<file path="config.mk">
export PLATFORM = sky130hd
export DESIGN_NAME = xif_offload_tracker
export DESIGN_NICKNAME = d
export VERILOG_FILES = /design/src/rtl/xif_offload_tracker.sv
export SDC_FILE = /design/constraint.sdc
export NUM_CORES = 1
export LEC_CHECK = 0
export CAP_MARGIN = 15
export CORE_MARGIN = 4
export CORE_UTILIZATION = 39
export CTS_BUF_LIST = sky130_fd_sc_hd__clkbuf_8 sky130_fd_sc_hd__clkbuf_16
export DETAILED_ROUTE_END_ITERATION = 8
export MAX_ROUTING_LAYER = met4
export PLACE_DENSITY_LB_ADDON = 0.15
export RECOVER_POWER = 25
export SETUP_SLACK_MARGIN = 0.15
export SYNTH_ARGS = -nofsm -noshare
export SYNTH_HDL_FRONTEND = slang
export SYNTH_SLANG_ARGS = --single-unit
</file>
<file path="constraint.sdc">
create_clock -name clk_i -period 3.45 [get_ports clk_i]
set_input_delay 0.345 -clock clk_i [delete_from_list [all_inputs] [get_ports clk_i]]
set_output_delay 0.345 -clock clk_i [all_outputs]
set_load 0.1 [all_outputs]
</file>
<file path="src/rtl/xif_offload_tracker.sv">
// XIF offload tracker: issue pass-through, per-ID outstanding scoreboard
// and a 2-entry registered result buffer toward the CPU.
module xif_offload_tracker #(
  parameter int unsigned X_ID_WIDTH      = 4,
  parameter int unsigned X_NUM_RS        = 2,
  parameter int unsigned X_RFR_WIDTH     = 32,
  parameter int unsigned X_RFW_WIDTH     = 32,
  parameter int unsigned MAX_OUTSTANDING = 4,
  localparam int unsigned CW = $clog2(MAX_OUTSTANDING + 1)
) (
  input  logic                            clk_i,
  input  logic                            rst_ni,
  input  logic                            core_issue_valid_i,
  output logic                            core_issue_ready_o,
  input  logic [31:0]                     core_issue_instr_i,
  input  logic [X_ID_WIDTH-1:0]           core_issue_id_i,
  input  logic [3*X_RFR_WIDTH-1:0]        core_issue_rs_i,
  input  logic [2:0]                      core_issue_rs_valid_i,
  output logic                            core_issue_accept_o,
  output logic                            core_issue_writeback_o,
  output logic                            cop_issue_valid_o,
  input  logic                            cop_issue_ready_i,
  output logic [31:0]                     cop_issue_instr_o,
  output logic [X_ID_WIDTH-1:0]           cop_issue_id_o,
  output logic [X_NUM_RS*X_RFR_WIDTH-1:0] cop_issue_rs_o,
  output logic [X_NUM_RS-1:0]             cop_issue_rs_valid_o,
  input  logic                            cop_issue_accept_i,
  input  logic                            cop_issue_writeback_i,
  input  logic                            commit_valid_i,
  input  logic [X_ID_WIDTH-1:0]           commit_id_i,
  input  logic                            commit_kill_i,
  input  logic                            cop_result_valid_i,
  output logic                            cop_result_ready_o,
  input  logic [X_ID_WIDTH-1:0]           cop_result_id_i,
  input  logic [X_RFW_WIDTH-1:0]          cop_result_data_i,
  input  logic                            cop_result_we_i,
  output logic                            core_result_valid_o,
  input  logic                            core_result_ready_i,
  output logic [X_ID_WIDTH-1:0]           core_result_id_o,
  output logic [X_RFW_WIDTH-1:0]          core_result_data_o,
  output logic                            core_result_we_o,
  output logic [CW-1:0]                   outstanding_o,
  output logic                            err_o
);

  localparam int unsigned NE = 2 ** X_ID_WIDTH;
  localparam int unsigned RW = X_ID_WIDTH + X_RFW_WIDTH + 1;

  typedef enum logic [1:0] {
    S_FREE,
    S_ISSUED,
    S_COMMITTED
  } ent_e;

  if ((X_NUM_RS != 2) && (X_NUM_RS != 3)) begin : g_bad_rs
    $error("X_NUM_RS must be 2 or 3");
  end

  if (X_NUM_RS == 2) begin : g_rs2
    logic w_unused_rs;
    assign w_unused_rs = ^{core_issue_rs_i[3*X_RFR_WIDTH-1:2*X_RFR_WIDTH],
                           core_issue_rs_valid_i[2]};
  end

  ent_e          r_state   [NE];
  ent_e          w_state_nx[NE];
  logic [CW-1:0] r_count;
  logic          r_err;
  logic          r_v0;
  logic          r_v1;
  logic [RW-1:0] r_head;
  logic [RW-1:0] r_tail;

  logic          w_stall;
  logic          w_alloc;
  logic          w_res_hs;
  logic          w_push;
  logic          w_pop;
  logic          w_drop;
  logic          w_inc;
  logic          w_dec_kill;
  logic [RW-1:0] w_res_word;

  // Issue pass-through gated by the registered count and entry state
  assign w_stall = (r_count == CW'(MAX_OUTSTANDING)) |
                   (r_state[core_issue_id_i] != S_FREE);
  assign cop_issue_valid_o      = core_issue_valid_i & ~w_stall;
  assign core_issue_ready_o     = cop_issue_ready_i & ~w_stall;
  assign cop_issue_instr_o      = core_issue_instr_i;
  assign cop_issue_id_o         = core_issue_id_i;
  assign cop_issue_rs_o         = core_issue_rs_i[X_NUM_RS*X_RFR_WIDTH-1:0];
  assign cop_issue_rs_valid_o   = core_issue_rs_valid_i[X_NUM_RS-1:0];
  assign core_issue_accept_o    = cop_issue_accept_i;
  assign core_issue_writeback_o = cop_issue_writeback_i;

  assign w_alloc = cop_issue_valid_o & cop_issue_ready_i & cop_issue_accept_i;

  assign cop_result_ready_o = ~r_v1 | core_result_ready_i;
  assign w_res_hs = cop_result_valid_i & cop_result_ready_o;
  assign w_push   = w_res_hs & (r_state[cop_result_id_i] == S_COMMITTED);
  assign w_drop   = w_res_hs & ~w_push;
  assign w_pop    = r_v0 & core_result_ready_i;
  assign w_res_word = {cop_result_id_i, cop_result_data_i, cop_result_we_i};

  // A kill landing on the entry being allocated cancels the allocation
  assign w_inc = w_alloc & ~(commit_valid_i & commit_kill_i &
                             (commit_id_i == core_issue_id_i));
  assign w_dec_kill = commit_valid_i & commit_kill_i &
                      (r_state[commit_id_i] == S_ISSUED);

  // Per-ID entry next state from issue, commit and result events
  always_comb begin
    for (int i = 0; i < NE; i++) begin
      w_state_nx[i] = r_state[i];
    end
    if (w_alloc) begin
      w_state_nx[core_issue_id_i] = S_ISSUED;
    end
    if (commit_valid_i && (w_state_nx[commit_id_i] == S_ISSUED)) begin
      w_state_nx[commit_id_i] = commit_kill_i ? S_FREE : S_COMMITTED;
    end
    if (w_push) begin
      w_state_nx[cop_result_id_i] = S_FREE;
    end
  end

  // Scoreboard state, outstanding count and drop pulse
  always_ff @(posedge clk_i or negedge rst_ni) begin
    if (!rst_ni) begin
      for (int i = 0; i < NE; i++) begin
        r_state[i] <= S_FREE;
      end
      r_count <= '0;
      r_err   <= 1'b0;
    end else begin
      for (int i = 0; i < NE; i++) begin
        r_state[i] <= w_state_nx[i];
      end
      r_count <= r_count + CW'(w_inc) - CW'(w_dec_kill) - CW'(w_push);
      r_err   <= w_drop;
    end
  end

  // Two-entry result buffer; head register drives the CPU directly
  always_ff @(posedge clk_i or negedge rst_ni) begin
    if (!rst_ni) begin
      r_v0   <= 1'b0;
      r_v1   <= 1'b0;
      r_head <= '0;
      r_tail <= '0;
    end else begin
      unique case (1'b1)
        w_push & w_pop: begin
          if (r_v1) begin
            r_head <= r_tail;
            r_tail <= w_res_word;
          end else begin
            r_head <= w_res_word;
          end
        end
        w_push & ~w_pop: begin
          if (r_v0) begin
            r_tail <= w_res_word;
            r_v1   <= 1'b1;
          end else begin
            r_head <= w_res_word;
            r_v0   <= 1'b1;
          end
        end
        ~w_push & w_pop: begin
          r_head <= r_tail;
          r_v0   <= r_v1;
          r_v1   <= 1'b0;
        end
        default: ;
      endcase
    end
  end

  assign core_result_valid_o = r_v0;
  assign {core_result_id_o, core_result_data_o, core_result_we_o} = r_head;
  assign outstanding_o = r_count;
  assign err_o         = r_err;

endmodule

</file>
# Word level (Yosys, flattened, before mapping)
# Index checks and enable logic that the tools add are counted.
dict set report totals {
  regBits 112
  in_bits 186
  output_inout_bits 149
  word_cells 112
}
dict set report op_classes {
  add_sub_neg 3
  magnitude_cmp 6
  n_eq_ne 8
  mux 32
  n_bitwise 30
  n_reduce_logical 11
}
# cell count
set ops {}
lappend ops {{$mux 37} 4}
lappend ops {{$pmux 37 s3} 1}
lappend ops {{$mux 32} 3}
lappend ops {{$pmux 37 s2} 1}
lappend ops {{$and 32x32->32} 1}
lappend ops {{$bmux 2 s4} 4}
lappend ops {{$bwmux 32} 1}
lappend ops {{$not 32->32} 1}
lappend ops {{$demux 2 s4} 3}
lappend ops {{$mux 2} 12}
lappend ops {{$and 16x16->16} 1}
lappend ops {{$not 16->16} 1}
lappend ops {{$or 16x16->16} 1}
lappend ops {{$and 1x1->1} 15}
lappend ops {{$ge 5x5->1 const B} 3}
lappend ops {{$lt 5x1->1 const B} 3}
lappend ops {{$not 4->5} 3}
lappend ops {{$ne 2x2->1 const B} 3}
lappend ops {{$reduce_bool 2->1} 3}
lappend ops {{$sub 3x1->3} 2}
lappend ops {{$not 1->1} 5}
lappend ops {{$eq 2x1->1 const B} 2}
lappend ops {{$eq 4x4->1} 1}
lappend ops {{$logic_and 1x1->1} 4}
lappend ops {{other kinds (9)} 12}

# Longest topological paths before layout
dict set report depth {
  word_depth 19
  ltp_mapped 15
  ltp_nobuf 13
}

# Worst setup path before layout
# OpenSTA, ideal clock, no wires.
dict set report synth_timing {
  path_kind {input-to-reg}
  from {input cop_result_id_i[1]}
  to {register r_tail[10]}
  setup_time_ns 0.125
  arrival_ns 3.499
  required_time_ns 3.325
  setup_slack_ns -0.174
  path_stages 12
  path_buffers 3
  cell_sequence {buf_6 -> o32a_1 -> mux4_2 -> mux2i_2 -> nand3_2 -> inv_1 -> ha_1 -> clkbuf_1 -> mux2i_1 -> a21oi_1 -> clkbuf_1 -> mux2_2}
}
dict set report synth_via {
  elab_chain_len 9
  word_cells_on_any_way 13
  classes_between {eq/ne (3); mux (4); bitwise (4); reduce/logical (2)}
}
# item line_no
set synth_lines {}
lappend synth_lines {{start: declaration} 34} ;# input logic [X_ID_WIDTH-1:0] cop_result_id_i,
lappend synth_lines {{$not 4->5 (not written as such) (*)} 100} ;# assign w_push = w_res_hs & (r_state[cop_result_id_i] == S_COMMITTED);
lappend synth_lines {{$bmux 2 s4 (*)} 100}
lappend synth_lines {{$mux 2 (not written as such) (*) (2 in series)} 100}
lappend synth_lines {{$eq 2x2->1 (*)} 100}
lappend synth_lines {{$and 1x1->1 (*)} 100}
lappend synth_lines {{$and 1x1->1 (on tied branches)} {153, 161}}
lappend synth_lines {{$ne 2x2->1 (no source line) or $reduce_bool 2->1 (tied branches)} --}
lappend synth_lines {{$reduce_and 3->1 (no source line)} --}
lappend synth_lines {{end signal: assignment} 156} ;# r_tail <= w_res_word;
lappend synth_lines {{end signal: assignment} 163} ;# r_tail <= w_res_word;
lappend synth_lines {{end: declaration} 72} ;# logic [RW-1:0] r_tail;
# Mark *: on every way between the ends. The rest lies on a longest branch, timed or not. The select of a mux whose other input is x is not followed.
# A chain may end at the register's enable or synchronous reset.

# Final worst setup path
dict set report layout_timing {
  from {input core_issue_id_i[0]}
  to {output core_issue_ready_o}
}
dict set report layout_via {
  elab_chain_len 8
}
# item line_no
set layout_lines {}
lappend layout_lines {{start: declaration} 16} ;# input logic [X_ID_WIDTH-1:0] core_issue_id_i,
lappend layout_lines {{$not 4->5 (not written as such)} 86} ;# (r_state[core_issue_id_i] != S_FREE);
lappend layout_lines {{$bmux 2 s4} 86}
lappend layout_lines {{$mux 2 (not written as such) (2 in series)} 86}
lappend layout_lines {{$reduce_bool 2->1} 86}
lappend layout_lines {{$or 1x1->1} 85} ;# assign w_stall = (r_count == CW'(MAX_OUTSTANDING)) |
lappend layout_lines {{$not 1->1} 88} ;# assign core_issue_ready_o = cop_issue_ready_i & ~w_stall;
lappend layout_lines {{$and 1x1->1} 88}
lappend layout_lines {{end: declaration} 14} ;# output logic core_issue_ready_o,
# No other way between the ends. The select of a mux whose other input is x is not followed.

==> flow_summary.toml <==
[worst_setup_path]
critPathBufInv = 5
path_class = "in2out"
startpoint = "core_issue_id_i[0]"
cp_top_family = "buffers and inverters"
cp_common_cell = "buf_4"
cp.depth = 10
timing.rr.start = "r_state[21]$_DFF_PN0_"
ff2ff_setup_slack_ns = 0.33
slowest_delay_ns = 0.69
cp.required_ns = 3.11
endpoint_kind = "output pin"
start_kind = "primary input"
crit_fanout = 7
critPathArrivalTime_ns = 2.83
reg2regPathDepth = 9
slowest_stage = "clkdlybuf4s50_1"
path_cells = "clkdlybuf4s50_1 -> or4b_1 -> o311ai_0 -> buf_4 -> o32a_1 -> buf_4 -> buf_4 -> and2_1 -> and3_1 -> buf_12"

[power]
cellLeakagePower_nw = 3.61
p_clk_share_pct = 13.8
power.switching_mw = 3.90
power_density_mw_per_mm2 = 919
p_comb_share_pct = 57.4
internal_power_mw = 4.12
p_sw_share_pct = 48.7
p_seq_share_pct = 28.8
max-vdd-ir-drop_v = 0.000310

[drt]
first_pass_iters = 5
wl_met3_um = 1580
route.met2.wl_um = 10400
highest_layer = "met4"
vias_per_cell = 5.88
final_antenna_net_count = 0
wl_um = 21700
drt-initial-drc-count = 499
dr_total_vias = 5739
wire_per_inst_um = 22.2
drt-met1-wl_um = 9200
drcViolationCount = 0

[layout]
diodes = 0
drive_above_1_share_pct = 27.1
nFillCells = 1722
final_area_sq_mm = 0.00873
finalNetCount = 930
syn_to_final_growth_pct = 17.7

[timing]
hold_violations = 0
relSlewSlack_pct = -62.3
rsz0062_at_grt = "no"
period_minus_slack_ns = 3.17
finClkSkew_ns = 0.0163
setup_viol = 0
tightest_slew_ns = 2.43
final.period_utilization_pct = 92.0
slew_violations = 43
timing.fmax_ghz = 0.315
worst_slack_ns = 0.277
hold_slack_ns = 0.510

[placement]
preCtsSetupSlack_ns = -0.143
placed_area_sq_mm = 0.00841
dp_hpwl_um = 15800
io_buffers = 103
gp_congestion = 0.901

[floorplanning]
initial_utilization_pct = 39.6
die_w_um = 146
io_pins = 335
dieArea_sq_mm = 0.0213
die_h_um = 146
rows = 50
coreArea_sq_mm = 0.0187

[min_path]
min-delay-start = "r_head[6]$_DFFE_PN0P_"
hold-path-cell-count = 1
min_path_type = "reg2reg"

[clock_tree]
cts_made_buffers = 9
clk-insertion-delay-late_ns = 0.36
root_buffer = "clkbuf_16"
cts_sinks = 112
tritoncts = "yes"
clockBufferDepth = 2
clk_pin_slew_worst_paths_ns = 0.08
cts-htree-levels = 3

[outcome]
status = "finished, violations left"
violations = "capacitance limit, slew limit"

[grt]
antenna_found_initial = 0
grt_use_total_pct = 20.5
grt_pass1_vias = 5839
grt_max_degree = 71
overflow = 0
grt_pass1_wl_um = 33900

[yosys]
ys_seq_area_share_pct = 37.8
synth_edf_count = 0
yosysWarnings = 0
async_flop_share_pct = 100
synthCells = 694
yosys.area.top_type = "dfrtp_1"
synthDistinctLibCells = 61
netlist_area_sq_mm = 0.00741
synth_area_leaders = "dfrtp_1 (38%), buf_4 (11%), mux2_2 (6.8%), mux2_4 (6.1%), mux2i_1 (5.1%)"
syn_avg_cell_area_sq_um = 10.7
synth_fp_nets = 887
synthFlopType = "dfrtp_1"
synth-seq-cells = 112
synth_top_area_share_pct = 37.8

[job]
drv_cap = 1
-- metal layers --
| metal | track usage, % | vias up |
|---|---|---|
| li1 | - | 2575 |
| met1 | 26.6 | 2878 |
| met2 | 31.8 | 220 |
| met3 | 4.95 | 66 |
| met4 | 6.65 | 0 |
| met5 | - | - |
-- placed cells by master, fill, tap and decap left out, types with 3 or more instances in the layout --
| cell | instances |
|---|---|
| and2_1 | 11 |
| mux4_2 | 8 |
| inv_1 | 20 |
| nor3b_1 | 4 |
| nand3_1 | 4 |
| nand2b_1 | 4 |
| buf_12 | 10 |
| a211oi_1 | 4 |
| xnor2_1 | 6 |
| dfrtp_1 | 111 |
| mux2i_1 | 38 |
| nor2b_1 | 10 |
| a22o_1 | 4 |
| mux2_2 | 45 |
| o32a_1 | 4 |
| nand2_1 | 16 |
| a41oi_1 | 11 |
| a32oi_1 | 4 |
| o31ai_1 | 3 |
| mux2_4 | 30 |
| nor4_1 | 3 |
| nor3_1 | 6 |
| or3_1 | 4 |
| ha_1 | 5 |
| clkbuf_16 | 9 |
| clkdlybuf4s50_1 | 93 |
| a221oi_1 | 42 |
| buf_4 | 74 |
| and3_1 | 5 |
| or3b_2 | 5 |
| a21oi_1 | 65 |
| a31oi_1 | 14 |
| nor2_1 | 25 |
-- worst paths after layout --
check,end
worst max-delay path,core_issue_ready_o
worst min-delay path,r_head[6]$_DFFE_PN0P_
worst max register to register,r_head[35]$_DFFE_PN0P_
worst min register to register,r_head[6]$_DFFE_PN0P_
max in group asynchronous,r_state[12]$_DFF_PN0_
min in group asynchronous,r_head[24]$_DFFE_PN0P_
-- power by group through the flow --
stage / Combinational, mW / Clock [mW] / Sequential [mW]
final: 4.60 / 1.10 / 2.31
after global routing: 4.84 / 1.18 / 2.39
after CTS: 4.63 / 1.13 / 2.31
after detailed placement: 4.62 / 0 / 2.33
after global placement: 4.57 / 0 / 2.30
after floorplan: 2.26 / 0 / 3.98
-- state kept, by name, indices dropped and copies added, names as in the netlist --
signal and flops:
r_head 37, r_tail 37, r_state 32, outstanding_o 3, core_result_valid_o 1, err_o 1
r_v1 1
-- cells in the mapped netlist (all sizes together) (5+ instances only) --
cell    number
mux2i       39
nor3         6
a21oi       66
ha           6
and3         5
mux2        75
xnor2        6
a31oi       14
nand2       16
inv         20
buf        118
clkbuf      30
nand3        5
o32a         5
nor2b       10
or3b         5
nor2        25
a221oi      43
a41oi       11
dfrtp      112
and2        11
mux4         8
-- logic make-up (layout without fill, tap and decap cells) --
family          count (synthesis)  count (layout)  share of synthesized area [%]
buf+inv                       168             216                           14.7
xor+xnor                        6               6                          0.709
compound gates                174             174                           17.0
simple gates                  105             105                           7.82
mux                           122             122                           20.7
fa+ha+maj                       7               7                           1.28
flops                         112             112                           37.8
-- through the flow --
stage	setup TNS (ns)	util [%]	instances	total power [mW]
2_1_floorplan	0	-	694	6.24
5_1_grt	0	46.6	976	8.41
4_1_cts	0	46.6	975	8.07
6_report	0	46.6	976	8.02
3_3_place_gp	-1.01	45.0	959	6.88
3_5_place_dp	-2.65	45.0	959	6.95
-- repair_timing --
| item | in CTS | in global routing |
|---|---|---|
| setup endpoints to repair | 0 | 2 |
| hold buffers | 0 | 0 |
| buffers inserted | 0 | 1 |
| resized for setup | 0 | 2 |
-- cell type report --
cell class                      count  area [sq um]  share of cell area, %
Clock inverter                      6          66.3                  0.760
Multi-Input combinational cell    414          3530                   40.5
Timing Repair Buffer              180          1710                   19.6
Sequential cell                   112          2800                   32.1
Inverter                           20          75.1                  0.860
Tap cell                          234           293                   3.36
Clock buffer                       10           239                   2.74
Power figures use the tool's default switching activity.
